File: config.mk
export PLATFORM = sky130hd
export DESIGN_NAME = rst_seq_flat
export DESIGN_NICKNAME = d
export VERILOG_FILES = /design/src/rtl/rst_seq_pkg.sv /design/src/rtl/rst_seq_if.sv /design/src/rtl/rst_seq.sv /design/src/flat_wrapper.sv
export SDC_FILE = /design/constraint.sdc
export NUM_CORES = 1
export LEC_CHECK = 0
export ABC_AREA = 1
export CAP_MARGIN = 20
export CORE_MARGIN = 2
export CORE_UTILIZATION = 56
export DETAILED_ROUTE_END_ITERATION = 10
export PLACE_DENSITY = 0.84
export SYNTH_ARGS = -nofsm -noshare
export SYNTH_HDL_FRONTEND = slang
export SYNTH_SLANG_ARGS = --single-unit
File: constraint.sdc
create_clock -name clk -period 3.7 [get_ports clk]
set_input_delay 0.74 -clock clk [delete_from_list [all_inputs] [get_ports clk]]
set_output_delay 0.74 -clock clk [all_outputs]
set_load 0.03 [all_outputs]
File: src/rtl/rst_seq_pkg.sv
// Shared CSR constants and FSM encoding for the reset sequencer.
// Latency: n/a (constants only).
// Backpressure: n/a.
package rst_seq_pkg;

  // Register offsets relative to the block base address.
  localparam logic [1:0] CSR_CTRL   = 2'd0;
  localparam logic [1:0] CSR_DELAY  = 2'd1;
  localparam logic [1:0] CSR_FORCE  = 2'd2;
  localparam logic [1:0] CSR_STATUS = 2'd3;
  localparam logic [4:0] CSR_SPAN   = 5'd4;

  // CTRL write bits.
  localparam int CTRL_START_BIT = 0;
  localparam int CTRL_ABORT_BIT = 1;

  typedef enum logic [1:0] {
    ST_IDLE = 2'd0,
    ST_WAIT = 2'd1,
    ST_DONE = 2'd2
  } state_t;

endpackage

File: src/rtl/rst_seq_if.sv
// CSR bus plus sequencer control/status signals bundled as one port.
// Latency: n/a (wiring only).
// Backpressure: none; CSR accesses always complete in one cycle.
// master: drives csr_a/csr_di/csr_we/start/ce, receives csr_do/out/busy/done.
// slave : the sequencer side.
interface rst_seq_if #(
  parameter int NUM_RESETS = 3
);
  logic [4:0]            csr_a;
  logic [7:0]            csr_di;
  logic                  csr_we;
  logic [7:0]            csr_do;
  logic                  start;
  logic                  ce;
  logic [NUM_RESETS-1:0] out;
  logic                  busy;
  logic                  done;

  modport master (
    output csr_a, csr_di, csr_we, start, ce,
    input  csr_do, out, busy, done
  );

  modport slave (
    input  csr_a, csr_di, csr_we, start, ce,
    output csr_do, out, busy, done
  );
endinterface

File: src/rtl/rst_seq.sv
// Reset sequencer: holds NUM_RESETS lines in reset and releases them in index order.
// Latency: CSR writes/START act on the next edge; CSR reads are combinational.
// Backpressure: none; START while a sequence runs is dropped, ABORT always wins.
// Ports: clk, rst (sync, active-high); bus = CSR access, start pulse, ce tick,
//        out (1 = line held in reset), busy, done (one-cycle at last release).
module rst_seq
  import rst_seq_pkg::*;
#(
  parameter logic [4:0] BASE_ADDR  = 5'h0,
  parameter int         NUM_RESETS = 3,
  parameter logic [7:0] DFL_DELAY  = 8'd10
) (
  input  logic      clk,
  input  logic      rst,
  rst_seq_if.slave  bus
);

  localparam logic [2:0]            LAST_IDX = 3'(NUM_RESETS - 1);
  localparam logic [NUM_RESETS-1:0] ONE_BIT  = NUM_RESETS'(1);

  state_t                r_state;
  logic [NUM_RESETS-1:0] r_released;
  logic [2:0]            r_idx;
  logic [7:0]            r_cnt;
  logic [7:0]            r_delay;
  logic [NUM_RESETS-1:0] r_force;
  logic                  r_done;
  logic                  r_sticky;

  state_t                w_state_nxt;
  logic [NUM_RESETS-1:0] w_released_nxt;
  logic [2:0]            w_idx_nxt;
  logic [7:0]            w_cnt_nxt;
  logic                  w_done_nxt;
  logic                  w_sticky_nxt;

  // Address decode: subtracting the base lets an unsigned compare cover the
  // whole window, including addresses below the base (they wrap high).
  logic [4:0] w_off;
  logic       w_in_blk;
  logic       w_wr;
  logic       w_wr_ctrl;
  logic       w_start;
  logic       w_abort;

  assign w_off     = bus.csr_a - BASE_ADDR;
  assign w_in_blk  = (w_off < CSR_SPAN);
  assign w_wr      = bus.csr_we & w_in_blk;
  assign w_wr_ctrl = w_wr & (w_off[1:0] == CSR_CTRL);
  assign w_start   = bus.start | (w_wr_ctrl & bus.csr_di[CTRL_START_BIT]);
  assign w_abort   = w_wr_ctrl & bus.csr_di[CTRL_ABORT_BIT];

  // Next-state logic.
  always_comb begin
    w_state_nxt    = r_state;
    w_released_nxt = r_released;
    w_idx_nxt      = r_idx;
    w_cnt_nxt      = r_cnt;
    w_done_nxt     = 1'b0;
    w_sticky_nxt   = r_sticky;

    if (w_abort) begin
      // ABORT beats a START carried in the same CTRL write.
      w_state_nxt    = ST_IDLE;
      w_released_nxt = '0;
      w_sticky_nxt   = 1'b0;
    end else begin
      case (r_state)
        ST_IDLE, ST_DONE: begin
          if (w_start) begin
            w_state_nxt    = ST_WAIT;
            w_released_nxt = '0;
            w_idx_nxt      = 3'd0;
            w_cnt_nxt      = r_delay;
            w_sticky_nxt   = 1'b0;
          end
        end
        ST_WAIT: begin
          if (bus.ce) begin
            if (r_cnt == 8'd0) begin
              w_released_nxt = r_released | (ONE_BIT << r_idx);
              // Reload from the live DELAY register so a mid-sequence
              // write only affects the gaps that follow.
              w_cnt_nxt      = r_delay;
              if (r_idx == LAST_IDX) begin
                w_state_nxt  = ST_DONE;
                w_done_nxt   = 1'b1;
                w_sticky_nxt = 1'b1;
              end else begin
                w_idx_nxt    = r_idx + 3'd1;
              end
            end else begin
              w_cnt_nxt = r_cnt - 8'd1;
            end
          end
        end
        default: w_state_nxt = ST_IDLE;
      endcase
    end
  end

  always_ff @(posedge clk) begin
    if (rst) begin
      r_state    <= ST_IDLE;
      r_released <= '0;
      r_idx      <= 3'd0;
      r_cnt      <= 8'd0;
      r_delay    <= DFL_DELAY;
      r_force    <= '0;
      r_done     <= 1'b0;
      r_sticky   <= 1'b0;
    end else begin
      r_state    <= w_state_nxt;
      r_released <= w_released_nxt;
      r_idx      <= w_idx_nxt;
      r_cnt      <= w_cnt_nxt;
      r_done     <= w_done_nxt;
      r_sticky   <= w_sticky_nxt;
      if (w_wr && (w_off[1:0] == CSR_DELAY)) begin
        r_delay <= bus.csr_di;
      end
      if (w_wr && (w_off[1:0] == CSR_FORCE)) begin
        r_force <= bus.csr_di[NUM_RESETS-1:0];
      end
    end
  end

  // CSR read mux; narrow fields are zero-extended to the byte.
  logic [7:0] w_rd_dat;
  logic [7:0] w_force_rd;
  logic [7:0] w_rel_rd;

  always_comb begin
    w_force_rd                   = 8'h00;
    w_force_rd[NUM_RESETS-1:0]   = r_force;
    w_rel_rd                     = 8'h00;
    w_rel_rd[NUM_RESETS-1:0]     = r_released;
    w_rd_dat                     = 8'h00;
    if (w_in_blk) begin
      case (w_off[1:0])
        CSR_CTRL:   w_rd_dat = {6'b0, r_sticky, (r_state == ST_WAIT)};
        CSR_DELAY:  w_rd_dat = r_delay;
        CSR_FORCE:  w_rd_dat = w_force_rd;
        CSR_STATUS: w_rd_dat = w_rel_rd;
        default:    w_rd_dat = 8'h00;
      endcase
    end
  end

  assign bus.csr_do = w_rd_dat;
  assign bus.out    = ~r_released | r_force;
  assign bus.busy   = (r_state == ST_WAIT);
  assign bus.done   = r_done;

endmodule

File: src/flat_wrapper.sv
// flat-port wrapper written by rule: the top's interface ports become plain ports
module rst_seq_flat import rst_seq_pkg::*;
#(
  parameter logic [4:0] BASE_ADDR  = 5'h0,
  parameter int         NUM_RESETS = 3,
  parameter logic [7:0] DFL_DELAY  = 8'd10
)
  (clk, rst, bus_csr_a, bus_csr_di, bus_csr_we, bus_start, bus_ce, bus_csr_do, bus_out, bus_busy, bus_done);
  rst_seq_if #(.NUM_RESETS(NUM_RESETS)) bus_i ();
  input  logic clk;
  input  logic rst;
  input wire logic [$bits(bus_i.csr_a)-1:0] bus_csr_a;
  input wire logic [$bits(bus_i.csr_di)-1:0] bus_csr_di;
  input wire logic [$bits(bus_i.csr_we)-1:0] bus_csr_we;
  input wire logic [$bits(bus_i.start)-1:0] bus_start;
  input wire logic [$bits(bus_i.ce)-1:0] bus_ce;
  output wire logic [$bits(bus_i.csr_do)-1:0] bus_csr_do;
  output wire logic [$bits(bus_i.out)-1:0] bus_out;
  output wire logic [$bits(bus_i.busy)-1:0] bus_busy;
  output wire logic [$bits(bus_i.done)-1:0] bus_done;
  assign bus_i.csr_a = bus_csr_a;
  assign bus_i.csr_di = bus_csr_di;
  assign bus_i.csr_we = bus_csr_we;
  assign bus_i.start = bus_start;
  assign bus_i.ce = bus_ce;
  assign bus_csr_do = bus_i.csr_do;
  assign bus_out = bus_i.out;
  assign bus_busy = bus_i.busy;
  assign bus_done = bus_i.done;
  rst_seq #(.BASE_ADDR(BASE_ADDR), .NUM_RESETS(NUM_RESETS), .DFL_DELAY(DFL_DELAY)) u_core (.clk(clk), .rst(rst), .bus(bus_i));
endmodule
; Word-level counts from Yosys, hierarchy flattened
; Index checks and enable logic that the tools add are counted.
[op_classes]
n_addsub = 2
bitwise_logic = 12
n_mux = 25
n_shift = 1
n_eq_ne = 11
n_reduce_logical = 14
n_lt_le_gt_ge = 1
[ops]
columns = operator, n
row1 = $mux W8, 4
row2 = $pmux W8 S4, 1
row3 = $mux W3, 6
row4 = $pmux W8 S2, 1
row5 = $pmux W3 S2, 2
row6 = $reduce_and A4 Y1, 3
row7 = $logic_not A8 Y1, 1
row8 = $mux W2, 4
row9 = $sub A8 B1 Y8 const B, 1
row10 = $eq A2 B2 Y1 const B, 3
row11 = $ne A2 B1 Y1 const B, 3
row12 = $or A3 B3 Y3, 2
row13 = $reduce_and A6 Y1, 1
row14 = $lt A5 B3 Y1 const B, 1
row15 = $mux W1, 5
row16 = $reduce_and A5 Y1, 1
row17 = $reduce_or A5 Y1, 1
row18 = $and A1 B1 Y1, 4
row19 = $eq A2 B1 Y1 const B, 2
row20 = $logic_not A2 Y1, 2
row21 = $ne A2 B2 Y1 const B, 2
row22 = $not A1 Y1, 4
row23 = $pmux W2 S2, 1
row24 = $reduce_or A2 Y1, 2
row25 = 8 further kinds, 9
[word_totals]
input_bits = 18
register_bits = 29
wordCells = 74
output_inout_bits = 13

; Logic depth before layout (Yosys ltp)
[logic_depth]
ltp_word = 7
ltp_mapped = 11
depth_no_buf = 11

; Worst setup path after synthesis
; Ideal clock, no wire load.
[synth_path]
path_type = input to output
from = input port bus_csr_a[4]
to = output port bus_csr_do[0]
stages = 3
required_time_ps = 2960
path_buffers = 0
arrival_time_ps = 1851
path_slack_ps = 1109
cell_sequence = nor2_4 nand2_1 a311oi_1
[synth_via]
elab_chain_cells = 2
[synth_lines]
columns = element, line_no
row1 = "start, declared", flat_wrapper.sv:12  ; input wire logic [$bits(bus_i.csr_a)-1:0] bus_csr_a;
row2 = $lt A5 B3 Y1, rst_seq.sv:47  ; assign w_in_blk = (w_off < CSR_SPAN);
row3 = $mux W8, rst_seq.sv:139  ; if (w_in_blk) begin
row4 = "end, declared", flat_wrapper.sv:17  ; output wire logic [$bits(bus_i.csr_do)-1:0] bus_csr_do;
; Every way passes these cells.

; Final worst setup path
[layout_path]
from = input port bus_csr_a[0]
to = output port bus_csr_do[0]
[layout_via]
elab_chain_cells = 3
word_cells_on_any_way = 7
classes_between = order compare (1) / eq/ne (3) / mux (2) / reduce/logical (1)
[layout_lines]
columns = element, line_no
row1 = "parallel branches: the longest is 2 deep, another holds $lt A5 B3 Y1", -
row2 = $mux W8 *, rst_seq.sv:139
; Mark *: on every way between the ends.

==> results.cfg <==
[outcome]
status = finished clean

[die]
die-area_um2 = 3620
die_w_um = 60.2
num_rows = 20
start_util_pct = 58.3
die_h_um = 60.2
io_pins = 31
fp.coreArea_um2 = 3030

[critical_path]
setup.worst_path.start_class = input pin
cp_data_required_time_ns = 2.96
path_class = in2out
end_kind = output port
worstPathMaxFanout = 7
worstPathArrival_ns = 2.65

[sta]
period_minus_slack_ns = 3.39
setup_tns_ns = 0
relSlewSlack_pct = 76.3
setup_viol = 0
final.setup.worst_slack_ns = 0.314
skew_ns = 0.00562
min_period_over_period_pct = 91.5
finalHoldViolations = 0
slew_violations = 0
holdWs_ns = 0.458
rsz0062_at_grt = no
worst_pin_slew_ns = 0.355
fmax_mhz = 295

[synthesis]
synth_top_area_cell = dfxtp_1
syn_nets = 274
synth_seq_cells = 29
netlist_top_cells_count = nand2_1 (58), nor2_1 (31), dfxtp_1 (29)
synth_enable_flop_cells = 0
async_flop_share_pct = 0
synth_cell_types = 30
yosysMostFrequentCell = nand2_1
synth_cells = 250
syn-cell-area_um2 = 1770
synth_area_leaders = dfxtp_1 (33%), nand2_1 (12%), nor2_1 (6.6%)
syn_area_per_cell_um2 = 7.07
synth_top_area_share_pct = 32.9
yosysSeqAreaShare_pct = 32.9
yosysWarnings = 0
synth_flop_cell = dfxtp_1

[power]
total_power_mw = 0.786
power_density_nw_per_um2 = 362
power_leakage_nw = 0.893
vdd_drop_max_v = 0.000227

[run]
drv_cap = 0

[clock_tree]
clock-sinks = 29
ctsHoldBuffers = 0
ctsResizeCount = 0
h-tree-depth = 2
cts_setup_buffers = 0
clkTransAtPathRegs_ns = 0.08
cts_tree = yes
cts_buffer_depth = 2
cts_buffers = 5
clk_latency_ns = 0.32
cts-root-buf = clkbuf_4

[global_route]
grt_max_degree = 17
track_usage_pct = 23.7
grt_pass1_vias = 1523
overflow = 0
grt_pass1_wl_mm = 6.41
antenna_found_initial = 0

[finish]
area_delta_synth_final_pct = 22.9
finalInstanceArea_um2 = 2170
multi_input_area_um2 = 1060
layout-drive-gt1-share_pct = 14.4
post-route-util_pct = 71.7
final_nets = 309
n_antenna_cell = 0
stdcell_count = 329
fill_cells = 253
seqCellArea_um2 = 581

[route]
firstDrtPassIters = 4
vias = 1634
first_iter_violations = 79
drtAntennaViolNets = 0
drt_wl_total_mm = 3.66
route.detailed.drc = 0
wire_per_inst_um = 11.1
via_per_inst = 4.97

[placement]
port_buffers = 30
gp_congestion = 0.901
pre_cts_ws_ns = 0.329
hpwlAfterDp_mm = 2.90
placed_cell_area_um2 = 2120
dp.cells = 322

[min_path]
hold_path_class = reg2reg
-- state kept, by name, summed over array words and instances (netlist names) --
| name | flops |
|---|---|
| u_core.bus.done | 1 |
| u_core.r_cnt | 8 |
| u_core.r_delay | 8 |
| u_core.r_force | 3 |
| u_core.r_idx | 3 |
| u_core.r_released | 3 |
| u_core.r_state | 2 |
| u_core.r_sticky | 1 |
-- metal layers --
metal  wire length (µm)  global-route usage [%]  vias up
li1                   -                       -      878
met1               1740                    30.7      700
met2               1620                    37.1       49
met3                228                    6.49        7
met4                 72                    9.52        0
met5                  0                       0        -
-- where the power goes --
part | switching, mW | total (mW) | leakage (nW) | internal [mW]
Combinational | 0.150 | 0.247 | 0.625 | 0.0967
Clock | 0.101 | 0.190 | 0.0314 | 0.0895
Sequential | 0.0173 | 0.349 | 0.236 | 0.332
Total | 0.268 | 0.786 | 0.893 | 0.518
-- critical path, cell delays in order --
cell and delay [ns]:
clkdlybuf4s50_1 0.56, inv_2 0.09, nor2_4 0.17, nand2_1 0.08, a311oi_1 0.28, clkdlybuf4s50_1 0.72
-- cell usage in the layout, fill, tap and decap left out, types with 13 or more instances in the layout --
master and n:
o21ai_0 16, inv_1 24, nand2_1 58, dfxtp_1 29, nand3_1 13, a21oi_1 21
clkdlybuf4s50_1 30, nor2_1 31
-- cell families after synthesis --
| group | share of synthesized area [%] |
|---|---|
| buffers and inverters | 7.15 |
| flip-flops | 32.9 |
| AO/OA/AOI/OAI | 15.7 |
| AND/OR/NAND/NOR | 38.6 |
| adder cells (fa/ha/maj) | 4.25 |
| XOR/XNOR | 1.49 |
-- worst paths after layout --
kind / endpoint / cells past startpoint / startpoint / slack, ns
worst max-delay path: bus_csr_do[0] / 6 / bus_csr_a[0] / 0.31
worst min register to register: u_core.r_sticky / 2 / u_core.r_sticky / 0.46
worst min-delay path: u_core.r_sticky / 2 / u_core.r_sticky / 0.46
worst max register to register: u_core.r_released[1] / 9 / u_core.r_cnt[0] / 2.13
-- final cells by class --
class | instances | share of cell area [%]
timing repair buffer | 31 | 14.2
inverter | 30 | 5.19
clock buffer | 7 | 2.54
sequential | 29 | 26.7
tap | 44 | 2.54
multi-input combinational | 188 | 48.8
Note: power is estimated with default switching activity, not from simulation.
